[src/rtl/cmd_dispatcher_pkg.sv]
`default_nettype none
// ============================================================================
// Package     : cmd_dispatcher_pkg
// Description : Shared constants for the command dispatcher. Includes the
//               opcodes, status codes, CDB field positions and FSM encoding.
// Revision    : 1.0 - initial release
// ============================================================================
package cmd_dispatcher_pkg;

  // Opcodes carried in CDB[7:0]
  localparam logic [7:0] OP_WRITE = 8'h40;  // host -> TBM
  localparam logic [7:0] OP_READ  = 8'h30;  // TBM -> host

  // Status codes as seen by the host in querydata[3:2]
  localparam logic [1:0] ST_BUSY = 2'b01;
  localparam logic [1:0] ST_DONE = 2'b11;
  localparam logic [1:0] ST_ERR  = 2'b10;

  // CDB field LSB positions and widths
  localparam int CDB_OP_LSB     = 0;
  localparam int CDB_OP_W       = 8;
  localparam int CDB_LBA_LSB    = 32;
  localparam int CDB_LBA_W      = 32;
  localparam int CDB_LBAHI_LSB  = 64;
  localparam int CDB_LBAHI_W    = 32;
  localparam int CDB_CNT_LSB    = 96;
  localparam int CDB_CNT_W      = 16;
  localparam int CDB_IDX_LSB    = 120;
  localparam int CDB_IDX_W      = 8;

  // Dispatcher FSM; S_IDLE must stay the all-zero encoding (reset state)
  typedef enum logic [2:0] {
    S_IDLE   = 3'd0,
    S_DECODE = 3'd1,
    S_ISSUE  = 3'd2,
    S_WAIT   = 3'd3,
    S_STATUS = 3'd4
  } state_e;

endpackage
`default_nettype wire

[src/rtl/cmd_dispatcher_cdb_decode.sv]
`default_nettype none
// ============================================================================
// Module      : cmd_dispatcher_cdb_decode
// Description : CDB decode. This is a purely combinational block. It extracts
//               the fields of a latched 256-bit CDB and flags whether the
//               command is legal. The range check is done in 33 bits, so an
//               LBA near the top of the 32-bit space cannot wrap back into
//               range.
// Revision    : 1.0 - initial release
// ============================================================================
module cmd_dispatcher_cdb_decode
  import cmd_dispatcher_pkg::*;
#(
  parameter logic [31:0] MAX_LBA = 32'h000F_FFFF
) (
  input  logic [255:0] cdb_i,
  output logic [31:0]  lba_o,
  output logic [15:0]  count_o,
  output logic [7:0]   index_o,
  output logic         is_write_o,
  output logic         legal_o
);

  logic [7:0]  w_opcode;
  logic [31:0] w_lba_hi;
  logic        w_op_ok;
  logic [32:0] w_last_lba;
  logic        w_unused_cdb;

  assign w_opcode   = cdb_i[CDB_OP_LSB    +: CDB_OP_W];
  assign lba_o      = cdb_i[CDB_LBA_LSB   +: CDB_LBA_W];
  assign w_lba_hi   = cdb_i[CDB_LBAHI_LSB +: CDB_LBAHI_W];
  assign count_o    = cdb_i[CDB_CNT_LSB   +: CDB_CNT_W];
  assign index_o    = cdb_i[CDB_IDX_LSB   +: CDB_IDX_W];

  // Reserved CDB bytes are carried but never interpreted
  assign w_unused_cdb = ^{cdb_i[255:128], cdb_i[119:112], cdb_i[31:8]};

  assign is_write_o = (w_opcode == OP_WRITE);
  assign w_op_ok    = (w_opcode == OP_WRITE) || (w_opcode == OP_READ);

  // Last block touched; only meaningful when count is non-zero
  assign w_last_lba = {1'b0, lba_o} + {17'b0, count_o} - 33'd1;

  assign legal_o = w_op_ok
                && (count_o != 16'd0)
                && (w_lba_hi == 32'd0)
                && (w_last_lba <= {1'b0, MAX_LBA});

endmodule
`default_nettype wire

[src/rtl/cmd_dispatcher.sv]
`default_nettype none
// ============================================================================
// Module      : cmd_dispatcher
// Description : Pops one CDB at a time from the ifq submission side. It
//               decodes the CDB and issues one TBM transfer request per
//               block, then posts busy/done/error status back to ifq. Only
//               one command is in flight at a time.
//               All outputs are registered. mem_req and its address are
//               loaded on the ISSUE->WAIT edge. As a result, the first
//               request rises two cycles after the edge that accepts the
//               CDB, and mem_req goes low for the single ISSUE cycle between
//               consecutive blocks.
// Revision    : 1.0 - initial release
// ============================================================================
module cmd_dispatcher
  import cmd_dispatcher_pkg::*;
#(
  parameter int          BLOCK_SHIFT    = 4,
  parameter logic [31:0] MAX_LBA        = 32'h000F_FFFF,
  parameter int          TIMEOUT_CYCLES = 4096
) (
  input  logic         clock_fpga,
  input  logic         reset,
  input  logic         sq_select,
  input  logic [255:0] cmd_in,
  output logic         sq_ack,
  output logic         status_update_enable,
  output logic [7:0]   cmdq_index,
  output logic [1:0]   status_code,
  output logic         mem_req,
  output logic         mem_write,
  output logic [31:0]  mem_address,
  input  logic         mem_done
);

  localparam int            c_TW         = (TIMEOUT_CYCLES > 1) ? $clog2(TIMEOUT_CYCLES) : 1;
  localparam logic [c_TW-1:0] c_TIMER_LAST = c_TW'(TIMEOUT_CYCLES - 1);
  localparam logic [c_TW-1:0] c_TIMER_ONE  = {{(c_TW-1){1'b0}}, 1'b1};

  state_e            state_q, state_d;
  logic [255:0]      cmd_q, cmd_d;
  logic [31:0]       lba_cur_q, lba_cur_d;
  logic [15:0]       remaining_q, remaining_d;
  logic [c_TW-1:0]   timer_q, timer_d;
  logic [1:0]        final_q, final_d;

  logic              sq_ack_q, sq_ack_d;
  logic              sue_q, sue_d;
  logic [7:0]        cmdq_index_q, cmdq_index_d;
  logic [1:0]        status_code_q, status_code_d;
  logic              mem_req_q, mem_req_d;
  logic              mem_write_q, mem_write_d;
  logic [31:0]       mem_addr_q, mem_addr_d;

  logic [31:0]       w_lba;
  logic [15:0]       w_count;
  logic [7:0]        w_index;
  logic              w_is_write;
  logic              w_legal;

  cmd_dispatcher_cdb_decode #(
    .MAX_LBA (MAX_LBA)
  ) u_cdb_decode (
    .cdb_i      (cmd_q),
    .lba_o      (w_lba),
    .count_o    (w_count),
    .index_o    (w_index),
    .is_write_o (w_is_write),
    .legal_o    (w_legal)
  );

  // Next-state and next-output logic for the dispatcher FSM
  always_comb begin
    state_d       = state_q;
    cmd_d         = cmd_q;
    lba_cur_d     = lba_cur_q;
    remaining_d   = remaining_q;
    timer_d       = timer_q;
    final_d       = final_q;
    sq_ack_d      = 1'b0;
    sue_d         = 1'b0;
    cmdq_index_d  = cmdq_index_q;
    status_code_d = status_code_q;
    mem_req_d     = mem_req_q;
    mem_write_d   = mem_write_q;
    mem_addr_d    = mem_addr_q;

    case (state_q)
      S_IDLE: begin
        if (sq_select) begin
          cmd_d    = cmd_in;
          sq_ack_d = 1'b1;
          state_d  = S_DECODE;
        end
      end

      S_DECODE: begin
        cmdq_index_d = w_index;
        if (w_legal) begin
          sue_d         = 1'b1;
          status_code_d = ST_BUSY;
          lba_cur_d     = w_lba;
          remaining_d   = w_count;
          state_d       = S_ISSUE;
        end else begin
          final_d = ST_ERR;
          state_d = S_STATUS;
        end
      end

      S_ISSUE: begin
        mem_req_d   = 1'b1;
        mem_write_d = w_is_write;
        mem_addr_d  = lba_cur_q << BLOCK_SHIFT;
        timer_d     = '0;
        state_d     = S_WAIT;
      end

      S_WAIT: begin
        // A completion arriving on the timeout cycle still counts as done
        if (mem_done) begin
          mem_req_d   = 1'b0;
          lba_cur_d   = lba_cur_q + 32'd1;
          remaining_d = remaining_q - 16'd1;
          if (remaining_q == 16'd1) begin
            final_d = ST_DONE;
            state_d = S_STATUS;
          end else begin
            state_d = S_ISSUE;
          end
        end else if (timer_q == c_TIMER_LAST) begin
          mem_req_d = 1'b0;
          final_d   = ST_ERR;
          state_d   = S_STATUS;
        end else begin
          timer_d = timer_q + c_TIMER_ONE;
        end
      end

      S_STATUS: begin
        sue_d         = 1'b1;
        status_code_d = final_q;
        state_d       = S_IDLE;
      end

      default: begin
        state_d = S_IDLE;
      end
    endcase
  end

  // State and registered outputs; reset drops any command in flight
  always_ff @(posedge clock_fpga or negedge reset) begin
    if (!reset) begin
      state_q       <= S_IDLE;
      cmd_q         <= '0;
      lba_cur_q     <= '0;
      remaining_q   <= '0;
      timer_q       <= '0;
      final_q       <= '0;
      sq_ack_q      <= 1'b0;
      sue_q         <= 1'b0;
      cmdq_index_q  <= '0;
      status_code_q <= '0;
      mem_req_q     <= 1'b0;
      mem_write_q   <= 1'b0;
      mem_addr_q    <= '0;
    end else begin
      state_q       <= state_d;
      cmd_q         <= cmd_d;
      lba_cur_q     <= lba_cur_d;
      remaining_q   <= remaining_d;
      timer_q       <= timer_d;
      final_q       <= final_d;
      sq_ack_q      <= sq_ack_d;
      sue_q         <= sue_d;
      cmdq_index_q  <= cmdq_index_d;
      status_code_q <= status_code_d;
      mem_req_q     <= mem_req_d;
      mem_write_q   <= mem_write_d;
      mem_addr_q    <= mem_addr_d;
    end
  end

  assign sq_ack               = sq_ack_q;
  assign status_update_enable = sue_q;
  assign cmdq_index           = cmdq_index_q;
  assign status_code          = status_code_q;
  assign mem_req              = mem_req_q;
  assign mem_write            = mem_write_q;
  assign mem_address          = mem_addr_q;

endmodule
`default_nettype wire

[config.mk]
export PLATFORM = sky130hd
export DESIGN_NAME = cmd_dispatcher
export DESIGN_NICKNAME = d
export VERILOG_FILES = /design/src/rtl/cmd_dispatcher_pkg.sv /design/src/rtl/cmd_dispatcher_cdb_decode.sv /design/src/rtl/cmd_dispatcher.sv
export SDC_FILE = /design/constraint.sdc
export NUM_CORES = 1
export LEC_CHECK = 0
export CAP_MARGIN = 20
export CORE_MARGIN = 5
export CORE_UTILIZATION = 30
export CTS_CLUSTER_SIZE = 24
export DETAILED_ROUTE_END_ITERATION = 10
export HOLD_SLACK_MARGIN = 0.05
export PLACE_DENSITY_LB_ADDON = 0.3
export SLEW_MARGIN = 20
export SYNTH_ARGS = -nofsm -noshare
export SYNTH_HDL_FRONTEND = slang
export SYNTH_SLANG_ARGS = --single-unit
[constraint.sdc]
create_clock -name clock_fpga -period 11.32 [get_ports clock_fpga]
set_clock_uncertainty 0.2 [all_clocks]
set_input_delay 2.264 -clock clock_fpga [delete_from_list [all_inputs] [get_ports clock_fpga]]
set_output_delay 2.264 -clock clock_fpga [all_outputs]
set_load 0.005 [all_outputs]
### Word level (Yosys, flattened, before mapping)

Index checks and enable logic that the tools add are counted.

* input bits: 260
* flip-flop bits (word level): 235
* output and inout port bits: 46
* logic and storage cells: 81

* mux-type cells: 29
* reduce and logical (&&, ||, !) cells: 17
* magnitude comparators: 1
* equality and inequality tests: 16
* add/subtract/negate cells: 5

Operators with widths (number)
* 32-bit two-way mux: 2
* 32-bit case mux with 2 select lines: 1
* 32-bit by 16-bit adder with 33-bit output: 1
* 33-bit by 20-bit <= comparator with 1-bit output, second input constant: 1
* 33-bit by 1-bit subtractor with 33-bit output, second input constant: 1
* 32-bit by 1-bit adder with 32-bit output, second input constant: 1
* 32-bit zero test: 1
* 16-bit two-way mux: 2
* 16-bit case mux with 2 select lines: 1
* 12-bit two-way mux: 2
* 12-bit case mux with 2 select lines: 1
* 16-bit by 1-bit equality test with 1-bit output, second input constant: 1
* 16-bit nonzero test: 1
* 16-bit by 1-bit subtractor with 16-bit output, second input constant: 1
* 3-bit two-way mux: 5
* 12-bit by 1-bit adder with 12-bit output, second input constant: 1
* 12-bit equality test, second input constant: 1
* 3-bit case mux with 4 select lines: 1
* 2-bit two-way mux: 5
* 2-bit inequality test, second input constant: 5
* 8-bit by 6-bit equality test with 1-bit output, second input constant: 1
* 8-bit by 7-bit equality test with 1-bit output, second input constant: 1
* 2-bit case mux with 2 select lines: 2
* 2-bit AND reduction: 4
* 13 further kinds: 25

### Longest topological paths before layout

* depth in word-level cells: 7
* depth in mapped cells: 19
* mapped depth without buffers: 17

### Modules after synthesis

From an unflattened synthesis, not the netlist that was laid out.

* cell total of the unflattened synthesis: 1485
* area, all modules: 17352.9 µm²

By module, submodules not included
* cmd_dispatcher: area an instance 14821.7 µm², sequential area each 8983.6 µm², cells each 1099, times used 1
* cmd_dispatcher_cdb_decode: area an instance 2531.2 µm², sequential area each 0.0 µm², cells each 386, times used 1

### Worst setup path before layout

Ideal clock, no wire load.

* kind: register to register
* start: register cmd_q[110]
* end: register lba_cur_q[10]
* data required time: 10.983 ns
* buffers on the path: 2
* library setup time: 0.137 ns
* cell stages (with the launch flop): 18
* clock period less this slack: 3.870 ns
* setup slack: 7.450 ns
* data arrival time: 3.533 ns
* cell sequence: dfrtp_1 -> inv_1 -> ha_1 -> inv_1 -> ha_1 -> a21oi_2 -> o21ai_1 -> a21o_1 -> a221o_1 -> or3_1 -> a211o_1 -> nor4_2 -> nand3_1 -> or3_1 -> buf_6 -> buf_6 -> o22ai_2 -> a21oi_1

* longest elaborated chain between the ends: 6
* elaborated cells between the ends (all ways): 9
* those cells by class: add/sub (2); order compare (1); eq/ne (1); reduce/logical (5)

RTL lines
* start, declared: line cmd_dispatcher.sv:41 `logic [255:0] cmd_q, cmd_d;`
* start signal, assigned: line cmd_dispatcher.sv:170 `cmd_q <= cmd_d;`
* 32-bit by 16-bit adder with 33-bit output or 16-bit nonzero test (tied branches): line cmd_dispatcher_cdb_decode.sv:43, cmd_dispatcher_cdb_decode.sv:46
* 33-bit by 1-bit subtractor with 33-bit output or 1-bit logical AND (tied branches): line cmd_dispatcher_cdb_decode.sv:43, cmd_dispatcher_cdb_decode.sv:46
* 33-bit by 20-bit <= comparator with 1-bit output or 1-bit logical AND (tied branches): line cmd_dispatcher_cdb_decode.sv:48, cmd_dispatcher_cdb_decode.sv:47
* 1-bit logical AND (*): line cmd_dispatcher_cdb_decode.sv:48 `&& (w_last_lba <= {1'b0, MAX_LBA});`
* 2-bit by 1-bit inequality test with 1-bit output (no source line) (*)
* 3-bit AND reduction (no source line) (*)
* end signal, assigned: line cmd_dispatcher.sv:171 `lba_cur_q <= lba_cur_d;`
* end, declared: line cmd_dispatcher.sv:42 `logic [31:0] lba_cur_q, lba_cur_d;`

Every way passes the cells marked *; elsewhere a longest branch is shown, timed or not.
A chain may end at the register's enable or synchronous reset.

### Final worst setup path

* start: register cmd_q[97]
* end: register remaining_q[5]

* longest elaborated chain between the ends: 6
* elaborated cells between the ends (all ways): 9
* those cells by class: add/sub (2); order compare (1); eq/ne (1); reduce/logical (5)

RTL lines
* 32-bit by 16-bit adder with 33-bit output or 16-bit nonzero test (tied branches): line cmd_dispatcher_cdb_decode.sv:43, cmd_dispatcher_cdb_decode.sv:46
* 33-bit by 1-bit subtractor with 33-bit output or 1-bit logical AND (tied branches): line cmd_dispatcher_cdb_decode.sv:43, cmd_dispatcher_cdb_decode.sv:46
* 33-bit by 20-bit <= comparator with 1-bit output or 1-bit logical AND (tied branches): line cmd_dispatcher_cdb_decode.sv:48, cmd_dispatcher_cdb_decode.sv:47
* 1-bit logical AND (*): line cmd_dispatcher_cdb_decode.sv:48
* 2-bit by 1-bit inequality test with 1-bit output (no source line) (*)
* 3-bit AND reduction (no source line) (*)
* end signal, assigned: line cmd_dispatcher.sv:172 `remaining_q <= remaining_d;`
* end, declared: line cmd_dispatcher.sv:43 `logic [15:0] remaining_q, remaining_d;`

Marked as above.

==> qor.log <==
[route] via-per-instance ratio 5.01
[yosys] number of flops mapped to enable cells by yosys 0
[yosys] top-area cell type share of the netlist area 0.454
[yosys] Main synth FF type sky130_fd_sc_hd__dfrtp_1
[hold_path] worst-case hold path end point final_q[1]
[worst_setup_path] Critical Path AT 5.38 ns
[cts] total CTS buffers 17
[route] first-pass iteration count of the detailed router 5
[worst_setup_path] type of destination of the critical path flop
[timing] Total Negative Setup Slacks 0 ns
[timing] share of the clock period used by the worst path 0.463
[hold_path] path type of the worst min-delay path flop to flop
[pwr] power spent charging and discharging nets 1.57 mW
[flow_run] maximum capacitance violations 0
[pwr] Overall Power 3.79 mW
[yosys] Gate Count Post-Synth 1170
[grt] gr usage total 0.144
[die] initial cell density of the core 0.302
[layout] area of the multi-input gates 0.00541 mm²
[cts] Worst-Skew Late Latency 0.45 ns
[timing] number of setup violations in the final report 0
[yosys] cell taking the most area after synthesis sky130_fd_sc_hd__dfrtp_1
[worst_setup_path] data required time of the critical path 11.46 ns
[cts] TritonCTS clock tree built
[worst_setup_path] Critical Path Start Type flop
[place] gp weighted congestion 0.851
[layout] signed area change from the synthesized netlist to the final layout 22.4%
[yosys] cell with the most instances after synthesis sky130_fd_sc_hd__dfrtp_1
[route] DRC violation count after routing 0
[die] area of the placeable core 0.0363 mm²
[layout] Ant. Diodes 0
[pwr] clock network power share 0.161
[route] number of design-rule violations left by the first detailed-router iteration 542
[cts] Hold Buf Count CTS 0
[route] routed wire length 29300 µm
[route] Final ANT Viol Nets 0
[yosys] post-synthesis sequential area ratio 0.454
[yosys] Avg Synthesized Cell Area 9.37 µm²
[timing] final critical delay including setup and external delays 5.24 ns
[grt] total congestion overflow after global routing 0
[layout] final core utilization 0.369
[layout] combined flip-flop and latch cell area 0.00498 mm²
[worst_setup_path] FF-to-FF End remaining_q[5]
[cts] setup fix buffers added after clock tree synthesis 0
[hold_path] Worst Hold Launch final_q[1]
[worst_setup_path] crit path kind flop to flop
[grt] initial antenna violation count 1
[cts] CTS Buffer Depth 2
[pwr] worst ir drop on vdd 150 µV
[timing] RSZ-0062 raised after global routing no
[yosys] Warnings, synthesis 0
[yosys] leading cell types by total area after synthesis sky130_fd_sc_hd__dfrtp_1 45%, sky130_fd_sc_hd__mux2_2 8.7%, sky130_fd_sc_hd__ha_1 5.8%, sky130_fd_sc_hd__nand2_1 5.0%, sky130_fd_sc_hd__o21ai_0 4.9%
[pwr] combinational fraction of design power 0.491
[worst_setup_path] worst-path fanout max 51
[grt] pin count of the biggest net entering global routing 78
[pwr] sequential group share of total power 0.347
[grt] via count of the first global-routing pass 8631
[die] Die Height 201 µm
[layout] fin nets 1603
[worst_setup_path] path depth of the worst reg2reg path 18
[yosys] proportion of register bits with asynchronous set or reset after synthesis 1.00
[route] detailed-route wire length per cell 16.5 µm
[die] die width 201 µm
[pwr] Pwr per Cell Area 283 mW/mm²
[place] Final HPWL DP 22000 µm
[timing] WHS 0.274 ns
[yosys] Synth Cell Area 0.0110 mm²
[cts] clock slew at the register clock pins of the worst setup and hold paths 0.08 ns
[die] Total Die Area 0.0405 mm²
[worst_setup_path] beginning of the worst register-to-register path cmd_q[97]
[pwr] reported leakage power 5.62 nW
[yosys] Unique masters post-synth 66
[die] row cnt 70
[status] status finished, final reports clean
[timing] Hold Fails Final Rpt 0
[timing] Max Clk Rate 191 MHz
[cts] Post-CTS Resized 0
[cts] H-tree depth reported by CTS 4
[place] PortBufs 141
[die] number of top-level pins 306
[pwr] Switching Share 0.414
[pwr] internal power 2.22 mW
[layout] layout cell share with drive strength beyond 1 0.130
[cts] clock root buffer sky130_fd_sc_hd__clkbuf_16
[timing] Least-Margin Pin Slew 1.05 ns
[yosys] most frequent cells after synthesis 199 x sky130_fd_sc_hd__dfrtp_1, 145 x sky130_fd_sc_hd__nand2_1, 107 x sky130_fd_sc_hd__o21ai_0, 90 x sky130_fd_sc_hd__inv_1, 87 x sky130_fd_sc_hd__a21oi_1
[worst_setup_path] reg-to-reg setup timing slack 6.08 ns
[timing] Final Max Slew Viols 0
[hold_path] Cells on Worst Hold Path 1
[yosys] post-synthesis register bit count 199
[grt] first-pass GRT wire length 47300 µm
[cts] clock sinks 199
[timing] relative slew slack 0.296
[route] number of vias in the routed layout 8885
[layout] Filler Cells Inserted 3668
## worst max-delay path by stage
stage / depth (start not counted) / slack, ns / endpoint / startpoint
after CTS: 18 / 6.08 / remaining_q[5] / cmd_q[97]
after floorplan: 17 / 7.45 / lba_cur_q[10] / cmd_q[110]
after global routing: 18 / 5.72 / remaining_q[5] / cmd_q[97]
final: 18 / 6.08 / remaining_q[5] / cmd_q[97]
after detailed placement: 18 / 6.13 / remaining_q[5] / cmd_q[97]
after global placement: 18 / 6.08 / remaining_q[5] / cmd_q[33]
## power groups by stage
stage	combinational, mW	clock, mW	sequential, mW
5_1_grt	2.11	0.664	1.37
3_5_place_dp	1.88	0	1.33
6_report	1.86	0.613	1.32
3_3_place_gp	1.85	0	1.31
2_1_floorplan	1.36	0	1.23
4_1_cts	1.89	0.634	1.32
## flip-flops by register name (all words and copies together), names as in the netlist
name                  cells
final_q                   2
sq_ack                    1
timer_q                  12
mem_req                   1
cmd_q                    96
mem_write                 1
cmdq_index                8
mem_address              28
status_update_enable      1
state_q                   3
lba_cur_q                28
remaining_q              16
status_code               2
## cells by family after synthesis
logic type / count (synthesis) / share of synthesized area
simple gates: 378 / 0.167
compound gates: 296 / 0.165
flops: 199 / 0.454
buf+inv: 145 / 0.0551
mux: 89 / 0.0910
fa+ha+maj: 52 / 0.0600
xor+xnor: 10 / 0.00799
other cells: 1 / 0.000342
## per-stage QoR
stage                     setup slack [ns]  instance area [µm²]  cells
after floorplan                       7.45                11000   1173
after global placement                6.08                12800   1740
after detailed placement              6.13                12800   1740
after CTS                             6.08                13400   1772
after global routing                  5.72                13400   1772
final                                 6.08                13400   1772
## cells in the final DEF, fill, tap and decap left out, drive strengths merged, types with 14 or more instances in the layout
cell type	count
a21oi	89
and3	14
clkbuf	20
clkdlybuf4s50	140
dfrtp	199
ha	51
inv	95
mux2	85
nand2	145
nand3	36
nand4	19
nor2	67
nor3	18
nor4	19
o21ai	111
o22ai	26
## layer usage
layer	GRT usage	up-vias	part of all wire
met3	0.0358	32	0.043
met1	0.202	4292	0.49
met5	0	-	0.00024
met2	0.223	177	0.45
met4	0.0413	2	0.020
li1	-	4382	-
## final cells by class
cell class	count	area share
flip-flops and latches	199	0.371
clock buffers	19	0.0330
repair buffers	154	0.113
inverters	90	0.0252
multi-input cells	829	0.403
well taps	468	0.0437
clock inverters	13	0.0105
## critical path, cell delays in order (launching register included)
cell and delay [ns]:
sky130_fd_sc_hd__dfrtp_1 0.40, sky130_fd_sc_hd__inv_1 0.08, sky130_fd_sc_hd__ha_1 0.26, sky130_fd_sc_hd__inv_1 0.06
sky130_fd_sc_hd__ha_1 0.16, sky130_fd_sc_hd__inv_1 0.05, sky130_fd_sc_hd__fa_1 0.34, sky130_fd_sc_hd__nand2b_1 0.15
sky130_fd_sc_hd__a21oi_1 0.24, sky130_fd_sc_hd__o21ai_0 0.16, sky130_fd_sc_hd__a21boi_0 0.47, sky130_fd_sc_hd__o21ai_0 0.18
sky130_fd_sc_hd__a211o_1 0.29, sky130_fd_sc_hd__nor4_2 0.31, sky130_fd_sc_hd__nand4_2 0.49, sky130_fd_sc_hd__nand2_2 0.34
sky130_fd_sc_hd__buf_4 0.53, sky130_fd_sc_hd__o21ai_0 0.18, sky130_fd_sc_hd__a21o_1 0.21
(Power assumes the default switching activity.)
